### src/rtl/sound_dma_arbiter_pkg.sv
// ============================================================================
//  sound_dma_arbiter_pkg
//  Shared definitions for the sound DMA arbiter: FSM encoding, bus width,
//  default timeout and the round-robin pointer advance helper.
//  Revision: 1.0
// ============================================================================
`default_nettype none

package sound_dma_arbiter_pkg;

    localparam int DMA_W           = 16;
    localparam int TIMEOUT_DEFAULT = 255;

    typedef enum logic [1:0] {
        ST_IDLE  = 2'd0,
        ST_ISSUE = 2'd1,
        ST_WAIT  = 2'd2
    } dma_state_t;

    // Pointer moves one past the granted channel, highest index wraps to 0.
    function automatic int rr_next(input int idx, input int n);
        return (idx + 1 >= n) ? 0 : idx + 1;
    endfunction

endpackage

`default_nettype wire

### src/rtl/sound_dma_arbiter_if.sv
// ============================================================================
//  sound_dma_arbiter_if
//  DMA memory port shared by the sound channels; master = arbiter side.
//  Revision: 1.0
// ============================================================================
`default_nettype none

interface sound_dma_arbiter_if;

    logic [sound_dma_arbiter_pkg::DMA_W-1:0] addrDMA;
    logic                                    startDMA;
    logic                                    wDMA;
    logic [sound_dma_arbiter_pkg::DMA_W-1:0] toSaveDMA;
    logic [sound_dma_arbiter_pkg::DMA_W-1:0] inDMA;
    logic                                    rdyDMA;

    modport master (
        output addrDMA, startDMA, wDMA, toSaveDMA,
        input  inDMA, rdyDMA
    );

    modport slave (
        input  addrDMA, startDMA, wDMA, toSaveDMA,
        output inDMA, rdyDMA
    );

endinterface

`default_nettype wire

### src/rtl/sound_dma_arbiter_rr_pick.sv
// ============================================================================
//  sound_rr_pick
//  Combinational round-robin picker: first pending channel at or after rr_ptr.
//  Revision: 1.0
// ============================================================================
`default_nettype none

module sound_rr_pick #(
    parameter int N_CH  = 4,
    parameter int IDX_W = 2
) (
    input  logic [N_CH-1:0]  pending,
    input  logic [IDX_W-1:0] rr_ptr,
    output logic [IDX_W-1:0] winner,
    output logic             valid
);

    logic [IDX_W-1:0] idx;

    // Scan from the farthest candidate back to rr_ptr so the nearest one wins.
    always_comb begin
        winner = '0;
        valid  = 1'b0;
        idx    = '0;
        for (int k = N_CH - 1; k >= 0; k--) begin
            idx = IDX_W'((int'(rr_ptr) + k) % N_CH);
            if (pending[idx]) begin
                winner = idx;
                valid  = 1'b1;
            end
        end
    end

endmodule

`default_nettype wire

### src/rtl/sound_dma_arbiter.sv
// ============================================================================
//  sound_dma_arbiter
//  Round-robin arbiter serialising per-channel read/write requests onto a
//  single DMA memory port, with completion/timeout/drop pulses.
//  Revision: 1.0
// ============================================================================
`default_nettype none

module sound_dma_arbiter
    import sound_dma_arbiter_pkg::*;
#(
    parameter int N_CH    = 4,
    parameter int TIMEOUT = TIMEOUT_DEFAULT
) (
    input  logic                    clk,
    input  logic                    rst_n,
    input  logic [N_CH-1:0]         req_start,
    input  logic [N_CH-1:0]         req_write,
    input  logic [DMA_W*N_CH-1:0]   req_addr,
    input  logic [DMA_W*N_CH-1:0]   req_wdata,
    output logic [N_CH-1:0]         req_busy,
    output logic [N_CH-1:0]         done,
    output logic [N_CH-1:0]         err,
    output logic [N_CH-1:0]         drop,
    output logic [DMA_W-1:0]        rd_data,
    sound_dma_arbiter_if.master     dma
);

    localparam int IDX_W = (N_CH > 1) ? $clog2(N_CH) : 1;

    dma_state_t        state;
    logic [IDX_W-1:0]  rr_ptr;
    logic [IDX_W-1:0]  act;
    logic [7:0]        timer;

    logic [N_CH-1:0]   pending;
    logic [DMA_W-1:0]  cap_addr  [N_CH];
    logic [DMA_W-1:0]  cap_wdata [N_CH];
    logic [N_CH-1:0]   cap_write;

    logic [IDX_W-1:0]  winner;
    logic              pick_valid;
    logic              grant;

    sound_rr_pick #(
        .N_CH  (N_CH),
        .IDX_W (IDX_W)
    ) u_pick (
        .pending (pending),
        .rr_ptr  (rr_ptr),
        .winner  (winner),
        .valid   (pick_valid)
    );

    assign grant = (state == ST_IDLE) && pick_valid;

    always_comb begin
        req_busy = pending;
        if (state != ST_IDLE) begin
            req_busy[act] = 1'b1;
        end
    end

    // Request capture runs independently of the FSM; a busy channel's start is dropped.
    always_ff @(posedge clk or negedge rst_n) begin
        if (!rst_n) begin
            pending   <= '0;
            cap_write <= '0;
            drop      <= '0;
            for (int i = 0; i < N_CH; i++) begin
                cap_addr[i]  <= '0;
                cap_wdata[i] <= '0;
            end
        end else begin
            drop <= req_start & req_busy;
            for (int i = 0; i < N_CH; i++) begin
                if (req_start[i] && !req_busy[i]) begin
                    pending[i]   <= 1'b1;
                    cap_write[i] <= req_write[i];
                    cap_addr[i]  <= req_addr[DMA_W*i +: DMA_W];
                    cap_wdata[i] <= req_wdata[DMA_W*i +: DMA_W];
                end else if (grant && (winner == IDX_W'(i))) begin
                    pending[i] <= 1'b0;
                end
            end
        end
    end

    always_ff @(posedge clk or negedge rst_n) begin
        if (!rst_n) begin
            state         <= ST_IDLE;
            rr_ptr        <= '0;
            act           <= '0;
            timer         <= '0;
            done          <= '0;
            err           <= '0;
            rd_data       <= '0;
            dma.addrDMA   <= '0;
            dma.startDMA  <= 1'b0;
            dma.wDMA      <= 1'b0;
            dma.toSaveDMA <= '0;
        end else begin
            done         <= '0;
            err          <= '0;
            dma.startDMA <= 1'b0;
            case (state)
                ST_IDLE: begin
                    if (pick_valid) begin
                        dma.addrDMA   <= cap_addr[winner];
                        dma.toSaveDMA <= cap_wdata[winner];
                        dma.wDMA      <= cap_write[winner];
                        dma.startDMA  <= 1'b1;
                        act           <= winner;
                        rr_ptr        <= IDX_W'(rr_next(int'(winner), N_CH));
                        state         <= ST_ISSUE;
                    end
                end
                ST_ISSUE: begin
                    timer <= '0;
                    state <= ST_WAIT;
                end
                ST_WAIT: begin
                    // An acknowledge in the final timer cycle still counts as success.
                    if (dma.rdyDMA) begin
                        if (!dma.wDMA) begin
                            rd_data <= dma.inDMA;
                        end
                        done[act] <= 1'b1;
                        state     <= ST_IDLE;
                    end else if (timer == 8'(TIMEOUT)) begin
                        if (!dma.wDMA) begin
                            rd_data <= '0;
                        end
                        done[act] <= 1'b1;
                        err[act]  <= 1'b1;
                        state     <= ST_IDLE;
                    end else begin
                        timer <= timer + 8'd1;
                    end
                end
                default: state <= ST_IDLE;
            endcase
        end
    end

endmodule

`default_nettype wire

### src/flat_wrapper.sv
// flat-port wrapper written by rule: the top's interface ports become plain ports
module sound_dma_arbiter_flat import sound_dma_arbiter_pkg::*;
#(
    parameter int N_CH    = 4,
    parameter int TIMEOUT = TIMEOUT_DEFAULT
)
  (clk, rst_n, req_start, req_write, req_addr, req_wdata, req_busy, done, err, drop, rd_data, dma_addrDMA, dma_startDMA, dma_wDMA, dma_toSaveDMA, dma_inDMA, dma_rdyDMA);
  sound_dma_arbiter_if dma_i ();
  input  logic clk;
  input  logic rst_n;
  input  logic [N_CH-1:0] req_start;
  input  logic [N_CH-1:0] req_write;
  input  logic [DMA_W*N_CH-1:0] req_addr;
  input  logic [DMA_W*N_CH-1:0] req_wdata;
  output logic [N_CH-1:0] req_busy;
  output logic [N_CH-1:0] done;
  output logic [N_CH-1:0] err;
  output logic [N_CH-1:0] drop;
  output logic [DMA_W-1:0] rd_data;
  output wire logic [$bits(dma_i.addrDMA)-1:0] dma_addrDMA;
  output wire logic [$bits(dma_i.startDMA)-1:0] dma_startDMA;
  output wire logic [$bits(dma_i.wDMA)-1:0] dma_wDMA;
  output wire logic [$bits(dma_i.toSaveDMA)-1:0] dma_toSaveDMA;
  input wire logic [$bits(dma_i.inDMA)-1:0] dma_inDMA;
  input wire logic [$bits(dma_i.rdyDMA)-1:0] dma_rdyDMA;
  assign dma_addrDMA = dma_i.addrDMA;
  assign dma_startDMA = dma_i.startDMA;
  assign dma_wDMA = dma_i.wDMA;
  assign dma_toSaveDMA = dma_i.toSaveDMA;
  assign dma_i.inDMA = dma_inDMA;
  assign dma_i.rdyDMA = dma_rdyDMA;
  sound_dma_arbiter #(.N_CH(N_CH), .TIMEOUT(TIMEOUT)) u_core (.clk(clk), .rst_n(rst_n), .req_start(req_start), .req_write(req_write), .req_addr(req_addr), .req_wdata(req_wdata), .req_busy(req_busy), .done(done), .err(err), .drop(drop), .rd_data(rd_data), .dma(dma_i));
endmodule
### config.mk
export PLATFORM = sky130hd
export DESIGN_NAME = sound_dma_arbiter_flat
export DESIGN_NICKNAME = d
export VERILOG_FILES = /design/src/rtl/sound_dma_arbiter_pkg.sv /design/src/rtl/sound_dma_arbiter_if.sv /design/src/rtl/sound_dma_arbiter_rr_pick.sv /design/src/rtl/sound_dma_arbiter.sv /design/src/flat_wrapper.sv
export SDC_FILE = /design/constraint.sdc
export NUM_CORES = 1
export LEC_CHECK = 0
export ABC_AREA = 1
export BUFFER_PORTS_ARGS = -buffer_cell sky130_fd_sc_hd__buf_4
export CAP_MARGIN = 20
export CORE_MARGIN = 1
export CORE_UTILIZATION = 49
export DETAILED_ROUTE_END_ITERATION = 10
export GPL_TIMING_DRIVEN = 0
export PLACE_DENSITY = 0.77
export SKIP_CTS_REPAIR_TIMING = 1
export SLEW_MARGIN = 20
export SYNTH_ARGS = -nofsm -noshare
export SYNTH_HDL_FRONTEND = slang
export SYNTH_SLANG_ARGS = --single-unit
### constraint.sdc
create_clock -name clk -period 1.69 [get_ports clk]
set_input_delay 0.169 -clock clk [delete_from_list [all_inputs] [get_ports clk]]
set_output_delay 0.169 -clock clk [all_outputs]
set_load 0.05 [all_outputs]
* Word-level counts from Yosys, hierarchy flattened
Cells that the tools add are included.
W data, S select, Z words.
** Word-level totals
- Bits of input ports :: 155
- Logic and storage cells :: 137
- Bits in registers :: 212
** Operators by class
- Bitwise logic cells :: 4
- Add/subtract/negate cells :: 5
- Mux-type cells :: 54
- Reduce and logical (&&, ||, !) cells :: 27
- $lt $le $gt $ge :: 9
- Equal/unequal tests :: 10
** Operator list (number)
- $mux W16 :: 8
- $bmux W16 S2 :: 2
- $mux W4 :: 6
- $mux W1 :: 20
- $lt A2 B3 Y1 const B :: 6
- $mux W2 :: 8
- $mux W8 :: 2
- $pmux W8 S2 :: 1
- $reduce_bool A2 Y1 :: 7
- $bmux W1 S2 :: 5
- $logic_and A1 B1 Y1 :: 10
- $add A8 B1 Y8 const B :: 1
- $eq A8 B8 Y1 const B :: 1
- $eq A2 B2 Y1 const B :: 3
- $ge A3 B3 Y1 const B :: 2
- $pmux W2 S3 :: 1
- $reduce_and A3 Y1 :: 2
- $add A2 B2 Y2 const B :: 2
- $and A4 B4 Y4 :: 1
- $eq A2 B1 Y1 const B :: 2
- $logic_not A1 Y1 :: 4
- $logic_not A2 Y1 :: 2
- $ne A2 B2 Y1 const B :: 2
- $or A4 B4 Y4 :: 1
- 9 further kinds :: 10

* Longest topological paths before layout
Gate-level depths: netlist of the first run.
- Depth in word-level cells :: 11
- Depth in mapped cells :: 15
- Gate-level depth less buffers :: 13

* Hierarchy
From an unflattened synthesis of the first run, not the netlist that was laid out.
** Unflattened totals
- Cells, all modules :: 1164
- Area, all modules :: 9790.6 sq um
** By module, submodules not included
- sound_dma_arbiter :: area an instance 9575.4 sq um, instances 1, cells each 1120
- sound_rr_pick :: area an instance 215.2 sq um, instances 1, cells each 44

* Worst setup path after synthesis of the first run
Ideal clock, no wire load.
- Path kind :: register -> register
- From :: reg u_core.rr_ptr[0]
- To :: reg u_core.rr_ptr[1]
- Library setup time :: 0.083 ns
- Period minus slack after synthesis :: 1.842 ns
- Path buffers :: 2
- Data required time :: 1.607 ns
- Path slack :: -0.152 ns
- Stages on the path, launching flop included :: 12
- Arrival time :: 1.759 ns
- Path through :: dfrtp_1 > buf_6 > xnor2_1 > nand2_1 > nand3_2 > nand2_1 > nand2_1 > nand2_2 > buf_4 > inv_1 > ha_1 > o21ai_0
** Between the ends
- Longest elaborated chain between the ends :: 10
- Elaborated cells between the ends (all ways) :: 23
** RTL lines
- start: declaration :: RTL line sound_dma_arbiter.sv:32 : logic [IDX_W-1:0] rr_ptr;
- start signal: assignment :: RTL line sound_dma_arbiter.sv:114 : rr_ptr <= IDX_W'(rr_next(int'(winner), N_CH));
- $add A2 B2 Y2 :: RTL line sound_dma_arbiter_rr_pick.sv:26 : idx = IDX_W'((int'(rr_ptr) + k) % N_CH);
- $bmux W1 S2 :: RTL line sound_dma_arbiter_rr_pick.sv:27 : if (pending[idx]) begin
- $mux W1 (implied by the code) :: RTL line sound_dma_arbiter_rr_pick.sv:27
- $mux W2 (4 in series) :: RTL line sound_dma_arbiter_rr_pick.sv:27
- $add A2 B1 Y3 :: RTL line sound_dma_arbiter_pkg.sv:22 : return (idx + 1 >= n) ? 0 : idx + 1;
- $ge A3 B3 Y1 :: RTL line sound_dma_arbiter_pkg.sv:22
- $mux W2 :: RTL line sound_dma_arbiter_pkg.sv:22
Several ways; a longest one is shown, not always the timed one. The select of a mux whose other input is x is not followed.
A chain may end at the register's enable or synchronous reset.

* Worst setup path after layout of the first run
- From :: reg u_core.pending[2]
- To :: reg u_core.dma.addrDMA[14]
** Between the ends
- Longest elaborated chain between the ends :: 10
- Elaborated cells between the ends (all ways) :: 21
** RTL lines
- start: declaration :: RTL line sound_dma_arbiter.sv:36 : logic [N_CH-1:0] pending;
- start signal: assignment :: RTL line sound_dma_arbiter.sv:67 : pending <= '0;
- start signal: indexed assignment :: RTL line sound_dma_arbiter.sv:78 : pending[i] <= 1'b1;
- start signal: indexed assignment :: RTL line sound_dma_arbiter.sv:83 : pending[i] <= 1'b0;
- $bmux W1 S2 :: RTL line sound_dma_arbiter_rr_pick.sv:27
- $mux W1 (implied by the code) :: RTL line sound_dma_arbiter_rr_pick.sv:27
- $mux W2 (4 in series) :: RTL line sound_dma_arbiter_rr_pick.sv:27
- $not A2 Y3 (implied by the code) :: RTL line sound_dma_arbiter.sv:109 : dma.addrDMA <= cap_addr[winner];
- $bmux W16 S2 :: RTL line sound_dma_arbiter.sv:109
- $mux W16 (implied by the code) (2 in series) :: RTL line sound_dma_arbiter.sv:109
- end signal: assignment :: RTL line sound_dma_arbiter.sv:109
- end: declaration :: RTL line sound_dma_arbiter_if.sv:18 : output addrDMA, startDMA, wDMA, toSaveDMA,
Several ways; a longest one is shown, not always the timed one. The select of a mux whose other input is x is not followed.

==> flow_metrics.env, run 1 <==
export IMPL_run_status="finished, violations left"
export IMPL_violations="negative hold slack, negative setup slack"
export IMPL_clockBufferDepth=3
export IMPL_die_area_um2=19810
export IMPL_die_width_um=140.7
export IMPL_grt_pass1_wl_um=41310
export IMPL_track_usage=0.2697
export IMPL_areaGrowthSynthToFinish_pct=55.82
export IMPL_hpwlAfterDp_um=19340
export IMPL_reg2reg_depth=12
export IMPL_critical_path_buf_inv_count=3
export IMPL_synth_cell_types=31
export IMPL_routed_top_layer="met4"
export IMPL_cp_required_ns=2.08
export IMPL_fmax_ghz=0.4658
export IMPL_via_count=9541
export IMPL_met1Wirelength_um=12590
export IMPL_grt_max_degree=101
export IMPL_synth_seq_cells=212
export IMPL_synth_area_leaders="dfrtp_1 56%, nand2_1 8.3%, nand3_1 6.4%, a21oi_1 5.5%, inv_1 5.1%"
export IMPL_ys_seq_area_frac=0.5625
export IMPL_synthAdderAreaFrac=0.002653
export IMPL_cts_sinks=212
export IMPL_routed_wl_um=32290
export IMPL_gr_total_overflow=0
export IMPL_setup_viol=43
export IMPL_worstHoldPathCells=3
export IMPL_fillers=1115
export IMPL_viasPerCell=5.452
export IMPL_met3_length_um=2163
export IMPL_clk_latency_ns=0.52
export IMPL_multi_input_comb_area_um2=3687
export IMPL_synthXorXnorAreaFrac=0.002786
export IMPL_worstPathMaxFanout=6
export IMPL_path_cells="inv_2 -> nand2_1 -> nand3_2 -> nand2_2 -> nand3_4 -> nand2_4 -> nand2_4 -> nand2_8 -> clkbuf_16 -> buf_8 -> o211ai_1 -> nand3_1"
export IMPL_slowest_delay_ns=0.46
export IMPL_slew_headroom=0.6578
export IMPL_cap_violations=0
export IMPL_ys_flop_type="dfrtp_1"
export IMPL_root_buffer="clkbuf_16"
export IMPL_dp_slack_ns=-0.6403
export IMPL_hold_class="input port to flip-flop"
export IMPL_r2r_setup_slack_ns=-0.46
export IMPL_drtIter0Drc=862
export IMPL_htree_levels=1
export IMPL_antenna_found_initial=1
export IMPL_synth_common_cells="212 x dfrtp_1, 208 x nand2_1, 127 x inv_1, 124 x nor2_1, 121 x nand3_1"
export IMPL_cpMaxStageDelayCell="dfrtp_1"
export IMPL_synth_edf_count=0
export IMPL_numCtsBuffers=23
export IMPL_synthMuxAreaShare=0.03940
export IMPL_io_pin_count=221
export IMPL_place_gp_congestion=0.9140
export IMPL_cp_common_cell="nand2_4"
export IMPL_wl_per_cell_um=18.45
export IMPL_skew_ns=0.02979
export IMPL_fin_crit_ns=2.147
export IMPL_reg2reg_from="u_core.pending[2]"
export IMPL_peakVddDrop_mv=1.367
export IMPL_tns_ns=-14.59
export IMPL_synth_top_family_by_area="simple AND/OR/NAND/NOR gates"
export IMPL_initial_core_util=0.5025
export IMPL_arrival_ns=2.54
export IMPL_worstMarginPinSlew_ns=0.5133
export IMPL_synth_area_per_cell_um2=8.757
export IMPL_yosys_warnings=0
export IMPL_synth_area_um2=9432
export IMPL_ant_nets=0
export IMPL_drc=0
export IMPL_synthSimpleGateAreaFrac=0.2140
export IMPL_finalWorstSetupSlack_ns=-0.4567
export IMPL_worstHoldStart="req_addr[20]"
export IMPL_synth_compound_area_frac=0.09392
export IMPL_synthCells=1077
export IMPL_first_pass_iters=7
export IMPL_synth_nets=1234
export IMPL_cts_tree="built"
export IMPL_async_reset_ff_frac=1.000
export IMPL_final_max_slew_viol_count=0
export IMPL_path_clk_slew_ns=0.06
export IMPL_p_leak_nw=7.392
export IMPL_core_area_um2=18770
export IMPL_die_y_um=140.7
export IMPL_reg2reg_to="u_core.dma.addrDMA[14]"
export IMPL_crit_family="simple AND/OR/NAND/NOR gates"
export IMPL_hold_path_end="u_core.cap_addr[36]"
export IMPL_crit_path_start_kind="flip-flop"
export IMPL_synth_top_area_share=0.5625
export IMPL_hold_ws_ns=-0.01385
export IMPL_nNetsFinal=1653
export IMPL_finalHoldViolations=1
export IMPL_yosys_area_top_type="dfrtp_1"
export IMPL_synth_most_common_cell="dfrtp_1"
export IMPL_setup_worst_path_end_class="flip-flop"
export IMPL_wl_met2_um=15990
export IMPL_drive_gt1_frac=0.2974
export IMPL_fin_crit_sh=1.270
export IMPL_num_rows=50
export IMPL_regArea_um2=5309
export IMPL_grt_pass1_vias=8085
export IMPL_path_class="flip-flop to flip-flop"
export IMPL_power_density_nw_per_um2=2319
export IMPL_rsz0062_at_grt="yes"
export IMPL_port_buffer_count=219
## worst max path at each step
| stage | slack [ns] | cells past startpoint | to | start |
|---|---|---|---|---|
| final | -0.46 | 12 | u_core.dma.addrDMA[14] | u_core.pending[2] |
| after global routing | -0.53 | 13 | u_core.dma.toSaveDMA[2] | u_core.pending[2] |
| after CTS | -0.64 | 7 | u_core.cap_wdata[16] | u_core.act[1] |
| after detailed placement | -0.64 | 7 | u_core.cap_addr[29] | u_core.act[1] |
| after global placement | -1.04 | 1 | u_core.cap_addr[4] | rst_n |
| after floorplan | -0.02 | 13 | u_core.dma.addrDMA[0] | u_core.rr_ptr[0] |
## where the power goes
group	internal (mW)	total, mW	switching [mW]	leakage, nW
Sequential	7.41	8.55	1.14	2.45
Clock	3.37	5.40	2.03	0.416
Combinational	7.73	20.1	12.4	4.53
Total	18.5	34.1	15.6	7.39
## through the flow
step           power, mW  instances  utilization  hold WS (ns)  area, um^2
2_1_floorplan      19.34       1077            -       -0.1266        9485
3_3_place_gp       23.69       1530       0.6086        0.4000       11420
3_5_place_dp       24.10       1532       0.6119    0.00007980       11480
4_1_cts            29.55       1574       0.6565       -0.5396       12320
5_1_grt            35.76       1749       0.7829      0.005331       14690
6_report           34.08       1750       0.7831      -0.01385       14700
## metal layers
metal  vias to the layer above  GRT usage
li1                       4286          -
met1                      4603     0.3601
met2                       520     0.4454
met3                       132    0.04110
met4                         0     0.1041
met5                         -          0
## tightest hold or removal path: stages
cell	delay [ns]
buf_4	0.12
nor2_1	0.09
a21oi_1	0.06
## cell type report
cell class,instances,area share
Clock inverter,4,0.005023
Buffer,58,0.03729
Antenna cell,3,0.0005108
Multi-Input combinational cell,678,0.2509
Clock buffer,38,0.05185
Sequential cell,212,0.3612
Tap cell,234,0.01992
Inverter,129,0.03380
Timing Repair Buffer,394,0.2395
## cells in the final DEF, fill, tap and decap left out, types with 14 or more instances in the layout
master,n
inv_1,119
dfrtp_1,209
mux2_2,33
clkbuf_16,28
buf_6,19
or2_1,14
a21oi_1,104
buf_4,231
dlygate4sd3_1,152
o21ai_0,15
o211ai_1,19
nand2_1,185
nand3_1,104
nand2_2,19
nor2_1,113
## state kept, by name, indices dropped and copies added (netlist names)
| name | flops |
|---|---|
| u_core.act | 2 |
| u_core.cap_addr | 64 |
| u_core.cap_wdata | 64 |
| u_core.cap_write | 4 |
| u_core.dma.addrDMA | 16 |
| u_core.dma.startDMA | 1 |
| u_core.dma.toSaveDMA | 16 |
| u_core.dma.wDMA | 1 |
| u_core.done | 4 |
| u_core.drop | 4 |
| u_core.err | 4 |
| u_core.pending | 4 |
| u_core.rd_data | 16 |
| u_core.rr_ptr | 2 |
| u_core.state | 2 |
| u_core.timer | 8 |
## logic make-up (layout without fill, tap and decap cells)
| kind of cell | count (synthesis) | after routing |
|---|---|---|
| compound gates | 162 | 162 |
| xor+xnor | 3 | 3 |
| fa+ha+maj | 2 | 2 |
| buf+inv | 187 | 623 |
| flops | 212 | 212 |
| mux | 33 | 33 |
| other cells | 0 | 3 |
| simple gates | 478 | 478 |
No activity file was read; power rests on OpenSTA's default activity.
==> inputs of run 2 (changes only) <==
ABC_AREA = 0   (was 1)
CORE_UTILIZATION = 48   (was 49)
PLACE_DENSITY = 0.76   (was 0.77)
==> flow_metrics.env, run 2 <==
export IMPL_ys_flop_type="dfrtp_1"
export IMPL_die_y_um=138.0
export IMPL_port_buffer_count=220
export IMPL_antenna_found_initial=0
export IMPL_violations="negative setup slack"
export IMPL_run_status="finished, violations left"
export IMPL_io_pin_count=221
export IMPL_cap_violations=0
export IMPL_slowest_delay_ns=0.46
export IMPL_cp_common_cell="buf_12"
export IMPL_first_pass_iters=4
export IMPL_clockBufferDepth=3
export IMPL_cts_tree="built"
export IMPL_synthAdderAreaFrac=0.002820
export IMPL_setup_viol=183
export IMPL_grt_max_degree=90
export IMPL_place_gp_congestion=0.8210
export IMPL_drtIter0Drc=362
export IMPL_fin_crit_ns=2.093
export IMPL_hpwlAfterDp_um=15980
export IMPL_fin_cells=1364
export IMPL_slew_headroom=0.5908
export IMPL_crit_family="compound AO/OA/AOI/OAI gates"
export IMPL_setup_worst_path_end_class="flip-flop"
export IMPL_synth_edf_count=0
export IMPL_cts_sinks=212
export IMPL_skew_ns=0.01985
export IMPL_final_cell_mix="260 x buf_4, 205 x dfrtp_1, 152 x dlygate4sd3_1"
export IMPL_cp_required_ns=2.05
export IMPL_place_inst=1103
export IMPL_drc=0
export IMPL_async_reset_ff_frac=1.000
export IMPL_final_max_slew_viol_count=0
export IMPL_p_leak_nw=6.953
export IMPL_reg_largest_list="u_core.cap_addr: 64 flops, u_core.cap_wdata: 64 flops"
export IMPL_initial_core_util=0.4923
export IMPL_path_class="flip-flop to flip-flop"
export IMPL_dp_slack_ns=-0.5133
export IMPL_synth_top_area_share=0.5979
export IMPL_synth_area_um2=8874
export IMPL_num_rows=49
export IMPL_synth_nets=809
export IMPL_nNetsFinal=1277
export IMPL_htree_levels=1
export IMPL_viasPerCell=5.527
export IMPL_core_area_um2=18020
export IMPL_tns_ns=-28.11
export IMPL_layout_commonest_cell="buf_4"
export IMPL_arrival_ns=2.45
export IMPL_grt_pass1_wl_um=34060
export IMPL_synth_top_family_by_area="multiplexers"
export IMPL_grt_pass1_vias=6290
export IMPL_final_util=0.8292
export IMPL_power_density_nw_per_um2=2185
export IMPL_ys_seq_area_frac=0.5979
export IMPL_areaGrowthSynthToFinish_pct=68.44
export IMPL_worstPathMaxFanout=10
export IMPL_die_width_um=138.0
export IMPL_track_usage=0.2358
export IMPL_drive_gt1_frac=0.5013
export IMPL_routed_wl_um=30570
export IMPL_crit_path_start_kind="flip-flop"
export IMPL_synth_seq_cells=212
export IMPL_wl_per_cell_um=22.41
export IMPL_via_count=7539
export IMPL_finalHoldViolations=0
export IMPL_clk_latency_ns=0.52
export IMPL_synth_most_common_cell="dfrtp_1"
export IMPL_worstMarginPinSlew_ns=0.6138
export IMPL_synthCells=652
export IMPL_path_clk_slew_ns=0.06
export IMPL_hold_class="input port to flip-flop"
export IMPL_yosys_warnings=0
export IMPL_fmax_ghz=0.4777
export IMPL_synthMuxAreaShare=0.2420
export IMPL_root_buffer="clkbuf_16"
export IMPL_path_cells="nor2b_4 -> a21o_1 -> a211o_1 -> buf_12 -> buf_6 -> buf_12 -> mux2i_1 -> o221ai_1"
export IMPL_critical_path_buf_inv_count=3
export IMPL_synth_area_leaders="dfrtp_1 60%, mux2_2 17%, mux2i_1 7.4%, o221ai_1 3.3%, nand2_1 2.3%"
export IMPL_synthXorXnorAreaFrac=0.0009870
export IMPL_finalWorstSetupSlack_ns=-0.4032
export IMPL_yosys_area_top_type="dfrtp_1"
export IMPL_gr_total_overflow=0
export IMPL_synth_cell_types=45
export IMPL_peakVddDrop_mv=1.441
export IMPL_fin_crit_sh=1.239
export IMPL_ant_nets=0
export IMPL_synth_compound_area_frac=0.07375
export IMPL_die_area_um2=19030
export IMPL_synth_common_cells="212 x dfrtp_1, 132 x mux2_2, 66 x mux2i_1, 54 x nand2_1, 33 x o221ai_1"
export IMPL_synthSimpleGateAreaFrac=0.05654
export IMPL_cpMaxStageDelayCell="dfrtp_2"
export IMPL_rsz0062_at_grt="yes"
export IMPL_synth_area_per_cell_um2=13.61
export IMPL_numCtsBuffers=23
export IMPL_n_antenna_cell=0
==> run 2: final cells by class <==
| type | count | area (um^2) |
|---|---|---|
| buffer | 36 | 561.8 |
| timing repair buffer | 443 | 4030 |
| tap | 229 | 286.5 |
| clock inverter | 6 | 90.09 |
| fill | 877 | 3078 |
| inverter | 11 | 46.29 |
| multi-input combinational | 393 | 3941 |
| sequential | 212 | 5314 |
| clock buffer | 34 | 676.9 |
==> run 2: cell families (layout without fill, tap and decap cells) <==
| logic type | Yosys count | count (layout) |
|---|---|---|
| buf+inv | 48 | 530 |
| compound gates | 81 | 81 |
| flops | 212 | 212 |
| mux | 198 | 198 |
| xor+xnor | 1 | 1 |
| fa+ha+maj | 2 | 2 |
| simple gates | 110 | 111 |
==> run 2: metrics by stage <==
| stage | power [mW] | hold WS (ns) | instance area [um^2] |
|---|---|---|---|
| floorplan | 17.86 | -0.1266 | 9091 |
| global placement | 21.25 | 0.4014 | 11030 |
| detailed placement | 21.58 | 0.1114 | 11090 |
| CTS | 26.76 | -0.4239 | 11860 |
| global route | 33.89 | 0.02062 | 14950 |
| finish | 32.66 | 0.02177 | 14950 |
==> run 2: power by group <==
group | total, mW | leakage [nW] | internal, mW | switching (mW)
clock network | 5.15 | 0.373 | 3.07 | 2.08
logic | 18.2 | 4.02 | 9.18 | 9.02
registers | 9.31 | 2.56 | 7.54 | 1.77
total | 32.7 | 6.95 | 19.8 | 12.9
==> run 2: routing by layer <==
metal,GRT usage,up-vias,part of all wire,wire length (um)
met5,0,-,0,0
met4,0.07911,0,0.036,1111
met3,0.03838,90,0.048,1474
met2,0.3989,303,0.53,16090
met1,0.3077,3851,0.39,11900
li1,-,3295,-,-
==> run 2: path summary, 6_finish.rpt <==
kind,from,to,slack [ns],cells past startpoint
setup / recovery,u_core.pending[2],u_core.dma.toSaveDMA[4],-0.40,8
hold / removal,req_start[3],u_core.drop[3],0.02,2
setup reg to reg,u_core.pending[2],u_core.dma.toSaveDMA[4],-0.40,8
hold reg to reg,u_core.dma.addrDMA[3],u_core.dma.addrDMA[3],0.49,2
max in group asynchronous,rst_n,u_core.pending[0],0.75,3
min in group asynchronous,rst_n,u_core.state[1],0.16,2
==> inputs of run 3 (changes only) <==
--- a/config.mk
+++ b/config.mk
@@ -15,3 +15,2 @@
 export PLACE_DENSITY = 0.76
-export SKIP_CTS_REPAIR_TIMING = 1
 export SLEW_MARGIN = 20
==> constraint.sdc (replaced) <==
create_clock -name clk -period 1.69 [get_ports clk]
set_input_delay 0.2535 -clock clk [delete_from_list [all_inputs] [get_ports clk]]
set_output_delay 0.2535 -clock clk [all_outputs]
set_load 0.05 [all_outputs]
==> flow_metrics.env, run 3 (same netlist as run 2, synthesis figures left out) <==
export IMPL_initial_core_util=0.4923
export IMPL_grt_max_degree=90
export IMPL_setup_viol=184
export IMPL_place_inst=1103
export IMPL_cap_violations=0
export IMPL_slowest_delay_ns=0.39
export IMPL_clockPowerShare=0.144
export IMPL_finalWorstSetupSlack_ns=-0.3019
export IMPL_final_area_um2=15730
export IMPL_areaGrowthSynthToFinish_pct=77.23
export IMPL_cts_tree="built"
export IMPL_dp_slack_ns=-0.5133
export IMPL_worstHoldStart="req_start[1]"
export IMPL_numCtsBuffers=23
export IMPL_arrival_ns=1.74
export IMPL_crit_path_start_kind="flip-flop"
export IMPL_path_cells="buf_6 -> buf_4 -> nor2_4 -> nor2_2 -> nor2_2 -> inv_1 -> buf_6"
export IMPL_num_rows=49
export IMPL_hold_ws_ns=0.04815
export IMPL_place_gp_congestion=0.8210
export IMPL_routed_top_layer="met4"
export IMPL_grt_pass1_wl_um=44130
export IMPL_die_area_um2=19030
export IMPL_switching_share=0.4073
export IMPL_fin_crit_ns=1.992
export IMPL_run_status="finished, violations left"
export IMPL_slew_headroom=0.5952
export IMPL_worstHoldPathCells=2
export IMPL_fillers=699
export IMPL_antenna_found_initial=0
export IMPL_reg2reg_depth=7
export IMPL_die_y_um=138.0
export IMPL_hold_path_end="u_core.drop[1]"
export IMPL_cts_sinks=212
export IMPL_hpwlAfterDp_um=15980
export IMPL_die_width_um=138.0
export IMPL_cpMaxStageDelayCell="dfrtp_1"
export IMPL_nNetsFinal=1275
export IMPL_gr_total_overflow=0
export IMPL_via_count=7933
export IMPL_final_cell_mix="247 x buf_4, 205 x dfrtp_1, 151 x dlygate4sd3_1"
export IMPL_reg_largest_list="u_core.cap_addr: 64 flops, u_core.cap_wdata: 64 flops"
export IMPL_power_density_nw_per_um2=2322
export IMPL_worstMarginPinSlew_ns=0.6072
export IMPL_final_max_slew_viol_count=0
export IMPL_io_pin_count=221
export IMPL_drtIter0Drc=512
export IMPL_htree_levels=1
export IMPL_power_mw=36.51
export IMPL_core_area_um2=18020
export IMPL_path_class="flip-flop to output port"
export IMPL_rsz0062_at_grt="yes"
export IMPL_first_pass_iters=5
export IMPL_peakVddDrop_mv=1.460
export IMPL_seqPwrFrac=0.268
export IMPL_root_buffer="clkbuf_16"
export IMPL_fin_cells=1362
export IMPL_grt_pass1_vias=8087
export IMPL_r2r_setup_slack_ns=-0.29
export IMPL_reg2reg_from="u_core.pending[1]"
export IMPL_comb_power_share=0.589
export IMPL_final_util=0.8725
export IMPL_met1Wirelength_um=12720
export IMPL_worstPathMaxFanout=4
export IMPL_track_usage=0.3123
export IMPL_wl_met2_um=17210
export IMPL_port_buffer_count=220
export IMPL_routed_wl_um=33970
export IMPL_fmax_ghz=0.5020
export IMPL_ant_nets=0
export IMPL_hold_class="input port to flip-flop"
export IMPL_met3_length_um=2111
export IMPL_fin_crit_sh=1.179
export IMPL_tns_ns=-30.69
export IMPL_clockBufferDepth=3
export IMPL_path_clk_slew_ns=0.07
export IMPL_p_leak_nw=7.118
export IMPL_cp_required_ns=1.44
export IMPL_wl_per_cell_um=24.94
export IMPL_drc=0
export IMPL_setup_worst_path_start="u_core.state[0]"
export IMPL_placed_area_um2=11090
export IMPL_drive_gt1_frac=0.5596
export IMPL_finalHoldViolations=0
export IMPL_p_int_mw=21.64
export IMPL_n_antenna_cell=0
export IMPL_skew_ns=0.01202
export IMPL_viasPerCell=5.825
export IMPL_clk_latency_ns=0.53
export IMPL_violations="negative setup slack"
export IMPL_p_switching_mw=14.87
export IMPL_layout_commonest_cell="buf_4"
export IMPL_setup_worst_path_end_class="output port"
export IMPL_reg2reg_to="u_core.dma.toSaveDMA[6]"
-- run 3: changes by cell type in the layout (fill, tap and decap cells not counted), moves of 6 or more --
cell	change
buf_16	+6
mux2i_4	+22
mux2i_1	-32
o221ai_1	-29
clkbuf_16	+7
buf_4	-13
o221ai_2	+28
mux2i_2	+10
-- run 3: how the worst max path moves through the flow --
stage	endpoint	slack (ns)
after floorplan	u_core.rd_data[10]	-0.17
after global placement	u_core.cap_addr[23]	-1.14
after detailed placement	u_core.dma.addrDMA[6]	-0.51
after CTS	req_busy[3]	-0.27
after global routing	u_core.dma.toSaveDMA[6]	-0.32
final	req_busy[2]	-0.30
-- run 3: final cells by class --
type	instances	area (um^2)	area share
flip-flops and latches	212	5314	0.3379
plain buffers	35	636.9	0.04050
well taps	229	286.5	0.01822
inverters	11	46.29	0.002944
clock buffers	34	676.9	0.04304
multi-input cells	392	4484	0.2851
repair buffers	443	4192	0.2665
clock inverters	6	90.09	0.005728
-- run 3: power by group through the flow --
stage | registers [mW] | clock network, mW | logic, mW
4_1_cts | 9.00 | 5.16 | 17.3
2_1_floorplan | 10.7 | 0 | 7.19
5_1_grt | 9.93 | 5.44 | 22.3
3_3_place_gp | 8.86 | 0 | 12.4
6_report | 9.77 | 5.25 | 21.5
3_5_place_dp | 8.95 | 0 | 12.6
-- run 3: worst max-delay path: cells and delay by family (launching register included) --
| kind | cells | cell delay (ns) |
|---|---|---|
| buffers and inverters | 4 | 0.49 |
| flip-flops | 1 | 0.39 |
| AND/OR/NAND/NOR | 3 | 0.34 |
-- run 3: routing by layer --
| metal | up-vias | track usage |
|---|---|---|
| met5 | - | 0 |
| met4 | 0 | 0.1347 |
| met3 | 145 | 0.05007 |
| met2 | 435 | 0.5658 |
| met1 | 4049 | 0.3637 |
| li1 | 3304 | - |
-- run 3: timing repair --
item | 4_1_cts | 5_1_grt
buffers inserted | 31 | 20
cloned | 14 | 8
resized for setup | 185 | 138
setup endpoints to repair | 196 | 198
hold buffers | 151 | 0
pin swaps | 26 | 21
hold endpoints to repair | 198 | 0
